===== src/rtl/reg_file_wb.sv =====
// RV32I integer register file: 32 x XLEN, x0 hardwired to zero, one write port shared by ALU and load
// writebacks through a one-entry pending buffer, registered reads with write bypass. Optional REGFILE_DEBUG_PORT_EN.
module reg_file_wb #(
  parameter int XLEN = 32,
  parameter int NREG = 32
) (
  input  logic            clk,
  input  logic            reset_n,
  input  logic            read_en,
  input  logic [4:0]      src1_addr,
  input  logic [4:0]      src2_addr,
  output logic [XLEN-1:0] src1_value,
  output logic [XLEN-1:0] src2_value,
  output logic            read_valid,
  input  logic            alu_done,
  input  logic [4:0]      write_addr,
  input  logic [XLEN-1:0] result,
  input  logic            load_done,
  input  logic [4:0]      load_addr,
  input  logic [XLEN-1:0] load_data,
  output logic            load_ready
`ifdef REGFILE_DEBUG_PORT_EN
  ,
  input  logic [4:0]      dbg_addr,
  output logic [XLEN-1:0] dbg_data,
  output logic            dbg_pending
`endif
);

  logic [XLEN-1:0] regs_q [NREG];

  logic            pend_valid_q, pend_valid_d;
  logic [4:0]      pend_addr_q, pend_addr_d;
  logic [XLEN-1:0] pend_data_q, pend_data_d;

  logic            wr_en_d;
  logic [4:0]      wr_addr_d;
  logic [XLEN-1:0] wr_data_d;

  logic [XLEN-1:0] src1_q, src1_d;
  logic [XLEN-1:0] src2_q, src2_d;
  logic            read_valid_q;

  logic alu_wr;
  logic load_acc;

  assign load_ready = !pend_valid_q;
  assign alu_wr     = alu_done && (write_addr != 5'd0);
  assign load_acc   = load_done && load_ready && (load_addr != 5'd0);

  // Write-port arbitration: ALU first, then pending drain, then a direct load.
  always_comb begin
    wr_en_d      = 1'b0;
    wr_addr_d    = 5'd0;
    wr_data_d    = '0;
    pend_valid_d = pend_valid_q;
    pend_addr_d  = pend_addr_q;
    pend_data_d  = pend_data_q;
    if (alu_wr) begin
      wr_en_d   = 1'b1;
      wr_addr_d = write_addr;
      wr_data_d = result;
      // A younger ALU write to the same register makes the pending load stale.
      if (pend_valid_q && (pend_addr_q == write_addr)) begin
        pend_valid_d = 1'b0;
      end
      if (load_acc) begin
        pend_valid_d = 1'b1;
        pend_addr_d  = load_addr;
        pend_data_d  = load_data;
      end
    end else if (pend_valid_q) begin
      wr_en_d      = 1'b1;
      wr_addr_d    = pend_addr_q;
      wr_data_d    = pend_data_q;
      pend_valid_d = 1'b0;
    end else if (load_acc) begin
      wr_en_d   = 1'b1;
      wr_addr_d = load_addr;
      wr_data_d = load_data;
    end
  end

  function automatic logic [XLEN-1:0] read_bypass(
    input logic [4:0]      addr,
    input logic [XLEN-1:0] arr_val
  );
    logic [XLEN-1:0] val;
    if (addr == 5'd0) begin
      val = '0;
    end else if (alu_wr && (write_addr == addr)) begin
      val = result;
    end else if (wr_en_d && (wr_addr_d == addr)) begin
      val = wr_data_d;
    end else if (pend_valid_q && (pend_addr_q == addr)) begin
      val = pend_data_q;
    end else begin
      val = arr_val;
    end
    return val;
  endfunction

  always_comb begin
    src1_d = src1_q;
    src2_d = src2_q;
    if (read_en) begin
      src1_d = read_bypass(src1_addr, regs_q[src1_addr]);
      src2_d = read_bypass(src2_addr, regs_q[src2_addr]);
    end
  end

  always_ff @(posedge clk or negedge reset_n) begin
    if (!reset_n) begin
      for (int i = 0; i < NREG; i++) begin
        regs_q[i] <= '0;
      end
    end else if (wr_en_d) begin
      regs_q[wr_addr_d] <= wr_data_d;
    end
  end

  always_ff @(posedge clk or negedge reset_n) begin
    if (!reset_n) begin
      pend_valid_q <= 1'b0;
      pend_addr_q  <= 5'd0;
      pend_data_q  <= '0;
      src1_q       <= '0;
      src2_q       <= '0;
      read_valid_q <= 1'b0;
    end else begin
      pend_valid_q <= pend_valid_d;
      pend_addr_q  <= pend_addr_d;
      pend_data_q  <= pend_data_d;
      src1_q       <= src1_d;
      src2_q       <= src2_d;
      read_valid_q <= read_en;
    end
  end

  assign src1_value = src1_q;
  assign src2_value = src2_q;
  assign read_valid = read_valid_q;

`ifdef REGFILE_DEBUG_PORT_EN
  assign dbg_data    = (dbg_addr == 5'd0) ? '0 : regs_q[dbg_addr];
  assign dbg_pending = pend_valid_q;
`endif

endmodule


===== config.mk =====
export PLATFORM = sky130hd
export DESIGN_NAME = reg_file_wb
export DESIGN_NICKNAME = d
export VERILOG_FILES = /design/src/rtl/reg_file_wb.sv
export SDC_FILE = /design/constraint.sdc
export NUM_CORES = 2
export LEC_CHECK = 0
export ABC_AREA = 1
export BUFFER_PORTS_ARGS = -buffer_cell sky130_fd_sc_hd__buf_2
export CAP_MARGIN = 20
export CORE_MARGIN = 2
export CORE_UTILIZATION = 47
export DETAILED_ROUTE_END_ITERATION = 7
export MAX_ROUTING_LAYER = met4
export PLACE_DENSITY = 0.75
export SYNTH_ARGS = -nofsm -noshare
export SYNTH_HDL_FRONTEND = slang
export SYNTH_SLANG_ARGS = --single-unit

===== constraint.sdc =====
create_clock -name clk -period 2 [get_ports clk]
set_clock_uncertainty 0.15 [all_clocks]
set_input_delay 0.1 -clock clk [delete_from_list [all_inputs] [get_ports clk]]
set_output_delay 0.1 -clock clk [all_outputs]
set_load 0.02 [all_outputs]

==> results of run 1 <==
==> through the flow <==
stage                     util (%)  worst slack, ns
after floorplan                  -          -0.0737
after global placement        53.3           -0.309
after detailed placement      53.3           -0.361
after CTS                     57.8           -0.266
==> metal layers <==
metal | global-route usage, % | overflow
met1 | 49.2 | 0
met2 | 55.8 | 1
met3 | 11.3 | 0
met4 | 27.1 | 0
met5 | - | -
==> kinds of logic after synthesis <==
| kind of cell | Yosys count | share of synthesized area, % |
|---|---|---|
| mux | 11 | 0.195 |
| xor+xnor | 5 | 0.0688 |
| buf+inv | 1020 | 6.71 |
| compound gates | 1279 | 10.2 |
| simple gates | 5844 | 38.5 |
| flops | 1127 | 44.3 |
==> timing repair <==
action / 4_1_cts
pin swaps: 11
endpoints found under the setup margin: 1085
hold buffers: 102
gates resized for setup: 65
buffers inserted: 21
gates cloned: 15
endpoints found under the hold margin: 2201
==> synthesized netlist by cell type <==
cell type | number | area share (%)
nand2_4 | 4 | 0.071
o31ai_1 | 1 | 0.012
nand3b_1 | 1 | 0.012
nor2_8 | 1 | 0.031
o2111ai_1 | 1 | 0.014
a21oi_1 | 577 | 4.5
mux2_2 | 11 | 0.19
o21ai_1 | 236 | 1.9
buf_1 | 83 | 0.49
o21a_1 | 28 | 0.33
o211ai_1 | 4 | 0.047
nand2_2 | 9 | 0.088
inv_4 | 3 | 0.029
nor2_1 | 582 | 3.4
nand3_4 | 7 | 0.19
nor2_4 | 20 | 0.35
nand3_1 | 1632 | 13
xnor2_1 | 2 | 0.028
a22oi_1 | 2 | 0.024
inv_1 | 191 | 1.1
nor2_2 | 20 | 0.20
xor2_1 | 3 | 0.041
buf_4 | 29 | 0.34
buf_6 | 14 | 0.25
o22ai_1 | 10 | 0.098
clkbuf_1 | 492 | 2.9
dfrtp_1 | 1127 | 44
o21ai_0 | 419 | 3.3
or2_2 | 2 | 0.020
a31oi_1 | 1 | 0.0098
clkinv_1 | 4 | 0.024
clkbuf_2 | 2 | 0.016
nand4_1 | 61 | 0.60
inv_2 | 28 | 0.17
nand2_1 | 3503 | 21
nor4_1 | 2 | 0.020
buf_2 | 174 | 1.4
==> impl_metrics.py, run 1 <==
metrics = {
    "synthesis": {
        "synth_seq_cells": 1127,
        "syn_nets": 9375,
        "syn_area_um2": 63700,
        "ys_seq_area_share_pct": 44.3,
        "synth.avg_cell_area_um2": 6.86,
        "synthCells": 9286,
        "yosysUniqueCellTypes": 37,
        "yosysWarnings": 0,
    },
    "placed_design": {
        "place_hpwl_um": 164000,
        "dpl_cell_area_um2": 72000,
        "placedCellCount": 11100,
        "io_buffers": 154,
        "gp_congestion": 0.991,
    },
    "clock_network": {
        "cts_buffer_depth": 3,
        "cts_htree_levels": 3,
        "cts_buffers": 119,
        "cts_root_buf": "clkbuf_16",
        "clkSinkCount": 1127,
    },
    "global_route": {
        "grt_util_all_layers_pct": 39.7,
        "grt_overflow_total": 1,
        "grt_max_degree": 87,
    },
    "status": {
        "error": "[ERROR GRT-0232] Routing congestion too high. Check the congestion heatmap in the GUI.",
        "status": "stopped before the end",
        "haltStage": "global routing",
    },
    "floorplanning": {
        "pin_count": 155,
        "die_w_um": 372,
        "num_rows": 135,
        "die_h_um": 372,
        "start_util_pct": 47.2,
    },
}
==> inputs of run 2 (changes only) <==
--- a/config.mk
+++ b/config.mk
@@ -9,10 +9,9 @@
 export BUFFER_PORTS_ARGS = -buffer_cell sky130_fd_sc_hd__buf_2
 export CAP_MARGIN = 20
 export CORE_MARGIN = 2
-export CORE_UTILIZATION = 47
+export CORE_UTILIZATION = 32
 export DETAILED_ROUTE_END_ITERATION = 7
-export MAX_ROUTING_LAYER = met4
-export PLACE_DENSITY = 0.75
+export PLACE_DENSITY_LB_ADDON = 0.15
 export SYNTH_ARGS = -nofsm -noshare
 export SYNTH_HDL_FRONTEND = slang
 export SYNTH_SLANG_ARGS = --single-unit
==> constraint.sdc (replaced) <==
create_clock -name clk -period 2.6 [get_ports clk]
set_clock_uncertainty 0.15 [all_clocks]
set_input_delay 0.13 -clock clk [delete_from_list [all_inputs] [get_ports clk]]
set_output_delay 0.13 -clock clk [all_outputs]
set_load 0.02 [all_outputs]
==> impl_metrics.py, run 2 <==
metrics = {
    "status": {
        "status": "finished, violations left",
        "violations": "setup timing",
    },
    "worst_setup_path": {
        "path_cells": "inv_2 > o22ai_1 > nor2_1 > nand3_2 > buf_12 > nand2_1 > nor2_1 > nand2_1 > nand2_1 > nand2_1 > nand4_1 > nand2_1",
        "cpPeakStageDelay_ns": 0.51,
        "cpMostUsedCell": "nand2_1",
        "cp-end-kind": "flop",
        "rr_startpoint": "pend_addr_q[4]",
        "cp_max_fo": 17,
        "cp.required_ns": 3.12,
        "crit_family": "simple AND/OR/NAND/NOR gates",
        "cp_slowest_cell": "nor2_1",
        "regToRegSetupSlack_ns": -0.02,
        "startpoint": "pend_addr_q[4]",
        "worst_setup_path_start_kind": "flop",
        "crit_type": "reg2reg",
        "worst-endpoint-arrival_ns": 3.14,
        "crit_buf_inv": 2,
    },
    "power": {
        "power_frac_clock_pct": 26.9,
        "vdd_drop_max_mv": 0.686,
        "swShare_pct": 37.5,
        "power_frac_comb_pct": 30.0,
        "finalPower_uw": 73700,
        "intPower_uw": 46000,
        "power_density_nw_per_um2": 959,
        "power.leakage_uw": 0.0357,
        "seqPwrFrac_pct": 43.1,
        "p_sw_uw": 27600,
    },
    "global_route": {
        "grt_pass1_wl_um": 425000,
        "grt_overflow_total": 0,
        "grt_max_degree": 100,
        "antenna_found_initial": 5,
        "grt_util_all_layers_pct": 27.6,
        "grt_pass1_vias": 62600,
    },
    "clock_network": {
        "cts_buffer_depth": 3,
        "cts_tree": "built",
        "cts_buffers": 138,
        "cts_root_buf": "clkbuf_16",
        "clkSinkCount": 1127,
        "clk_pin_slew_ns": 0.06,
        "cts_htree_levels": 4,
        "insertion_delay_ns": 0.80,
    },
    "synthesis": {
        "yosysUniqueCellTypes": 37,
        "syn_nets": 9375,
        "syn_area_um2": 63700,
        "synth.most_common_cell": "nand2_1",
        "yosysWarnings": 0,
        "synth_common_cells": "3503 x nand2_1, 1632 x nand3_1, 1127 x dfrtp_1",
        "synthArstFlopShare_pct": 100,
        "netlist.area_leader.share_pct": 44.3,
        "synth_edf_count": 0,
        "synth-main-ff-cell": "dfrtp_1",
        "synth_top_area_cell": "dfrtp_1",
        "synthTopCellsByArea": "dfrtp_1 44%, nand2_1 21%, nand3_1 13%, a21oi_1 4.5%, nor2_1 3.4%",
        "synth_seq_cells": 1127,
        "ys_seq_area_share_pct": 44.3,
        "synth.avg_cell_area_um2": 6.86,
        "synthCells": 9286,
    },
    "finish": {
        "final_nets": 9484,
        "drive_gt1_share_pct": 10.3,
        "top_register": "regs_q",
        "syn_to_final_growth_pct": 20.6,
        "final_cells": 12100,
        "final_common_cell": "nand2_1",
        "final_cell_mix": "3503 x nand2_1, 1630 x nand3_1, 1126 x dfrtp_1, 576 x a21oi_1, 568 x nor2_1",
        "fill_cells": 20800,
        "largest_reg_flops": 1024,
    },
    "timing": {
        "fin_ws_ns": -0.0177,
        "setup_viol": 1,
        "worstMarginPinSlew_ns": 0.784,
        "hold_viol_final": 0,
        "fin_crit_ns": 2.62,
        "slew_headroom_pct": 47.7,
        "fmax_mhz": 382,
        "drv_slew": 0,
        "min_period_over_period_pct": 101,
    },
    "route": {
        "antenna_left": 0,
        "via_per_inst": 5.43,
        "drt-initial-drc-count": 7817,
        "drt_first_pass_iters": 7,
        "drt_wl_total_um": 291000,
        "drcViolationCount": 0,
        "drt-wirelength-per-cell_um": 24.0,
        "routed-via-count": 65900,
    },
    "flow_run": {
        "max_cap_viol_count": 0,
    },
    "placed_design": {
        "gp_congestion": 0.893,
        "place_hpwl_um": 180000,
        "placedCellCount": 11800,
        "io_buffers": 154,
    },
    "floorplanning": {
        "core_um2": 197000,
        "die_w_um": 450,
        "num_rows": 163,
        "die_area_um2": 203000,
        "die_h_um": 450,
        "start_util_pct": 32.2,
        "pin_count": 155,
    },
    "worst_hold_path": {
        "hold_class": "in2async",
    },
}
[run 2: cell counts after synthesis]
Identical to the previous run, type by type.
[run 2: timing repair]
| item | in CTS | in global routing |
|---|---|---|
| hold buffers | 126 | 0 |
| buffers inserted | 0 | 5 |
| pin swaps | 0 | 1 |
| cloned | 0 | 8 |
| endpoints found under the hold margin | 2103 | 0 |
| setup endpoints to repair | 9 | 152 |
| gates resized for setup | 9 | 21 |
[run 2: per-stage QoR]
stage | setup slack, ns | cell area (um2) | setup TNS [ns] | hold WS [ns] | util [%]
floorplan | 0.412 | 63700 | 0 | -0.316 | -
global placement | -0.186 | 70700 | -1.26 | -0.0711 | 35.8
detailed placement | -0.164 | 70700 | -1.16 | -0.0683 | 35.8
CTS | 0.00235 | 76500 | 0 | 0.0129 | 38.7
global route | -0.00195 | 76800 | -0.00195 | 0.0449 | 38.9
finish | -0.0177 | 76800 | -0.0177 | 0.00946 | 38.9
[run 2: worst reg2reg max path: stages (launching register included)]
cell     delay [ns]
dfrtp_1        0.45
inv_2          0.10
o22ai_1        0.13
nor2_1         0.07
nand3_2        0.14
buf_12         0.25
nand2_1        0.10
nor2_1         0.51
nand2_1        0.29
nand2_1        0.13
nand2_1        0.06
nand4_1        0.07
nand2_1        0.06
[run 2: cells by family (layout without fill, tap and decap cells)]
| group | after synthesis | count (layout) | synth area share, % |
|---|---|---|---|
| simple gates | 5844 | 5844 | 38.5 |
| buf+inv | 1020 | 1233 | 6.71 |
| xor+xnor | 5 | 5 | 0.0688 |
| compound gates | 1279 | 1279 | 10.2 |
| other cells | 0 | 1 | 0 |
| flops | 1127 | 1127 | 44.3 |
| mux | 11 | 11 | 0.195 |
[run 2: final cells by class]
cell class / instances / area, um2 / share of cell area (%)
Multi-Input combinational cell: 7139 / 31300 / 40.7
Sequential cell: 1127 / 28200 / 36.7
Timing Repair Buffer: 763 / 8550 / 11.1
Clock buffer: 209 / 4110 / 5.35
Tap cell: 2640 / 3300 / 4.30
Inverter: 226 / 910 / 1.18
Clock inverter: 35 / 423 / 0.551
Antenna cell: 1 / 2.50 / 0.00326
[run 2: power by group through the flow]
stage	Combinational, uW	Sequential, uW	Clock (uW)
floorplan	15200	30400	0
global route	25200	32800	20900
detailed placement	21800	31800	0
finish	22100	31800	19800
global placement	21400	31600	0
CTS	22000	31600	20100
[run 2: metal layers]
metal / wire length, um / share of wire (%) / up-vias / track usage (%)
li1: - / - / 30500 / -
met5: 13 / 0.0045 / - / 0
met3: 20000 / 6.9 / 572 / 3.42
met2: 133000 / 46 / 2754 / 44.4
met4: 14200 / 4.9 / 2 / 12.1
met1: 124000 / 43 / 32100 / 37.2
[run 2: path summary, 6_finish.rpt]
path	end	cells after the start
min	regs_q[840]	3
max reg2reg	src2_value[16]	12
min in group clk	pend_addr_q[0]	4
min reg2reg	src2_value[22]	2
max in group asynchronous	regs_q[624]	3
max	src2_value[16]	12
(Power assumes the default switching activity.)
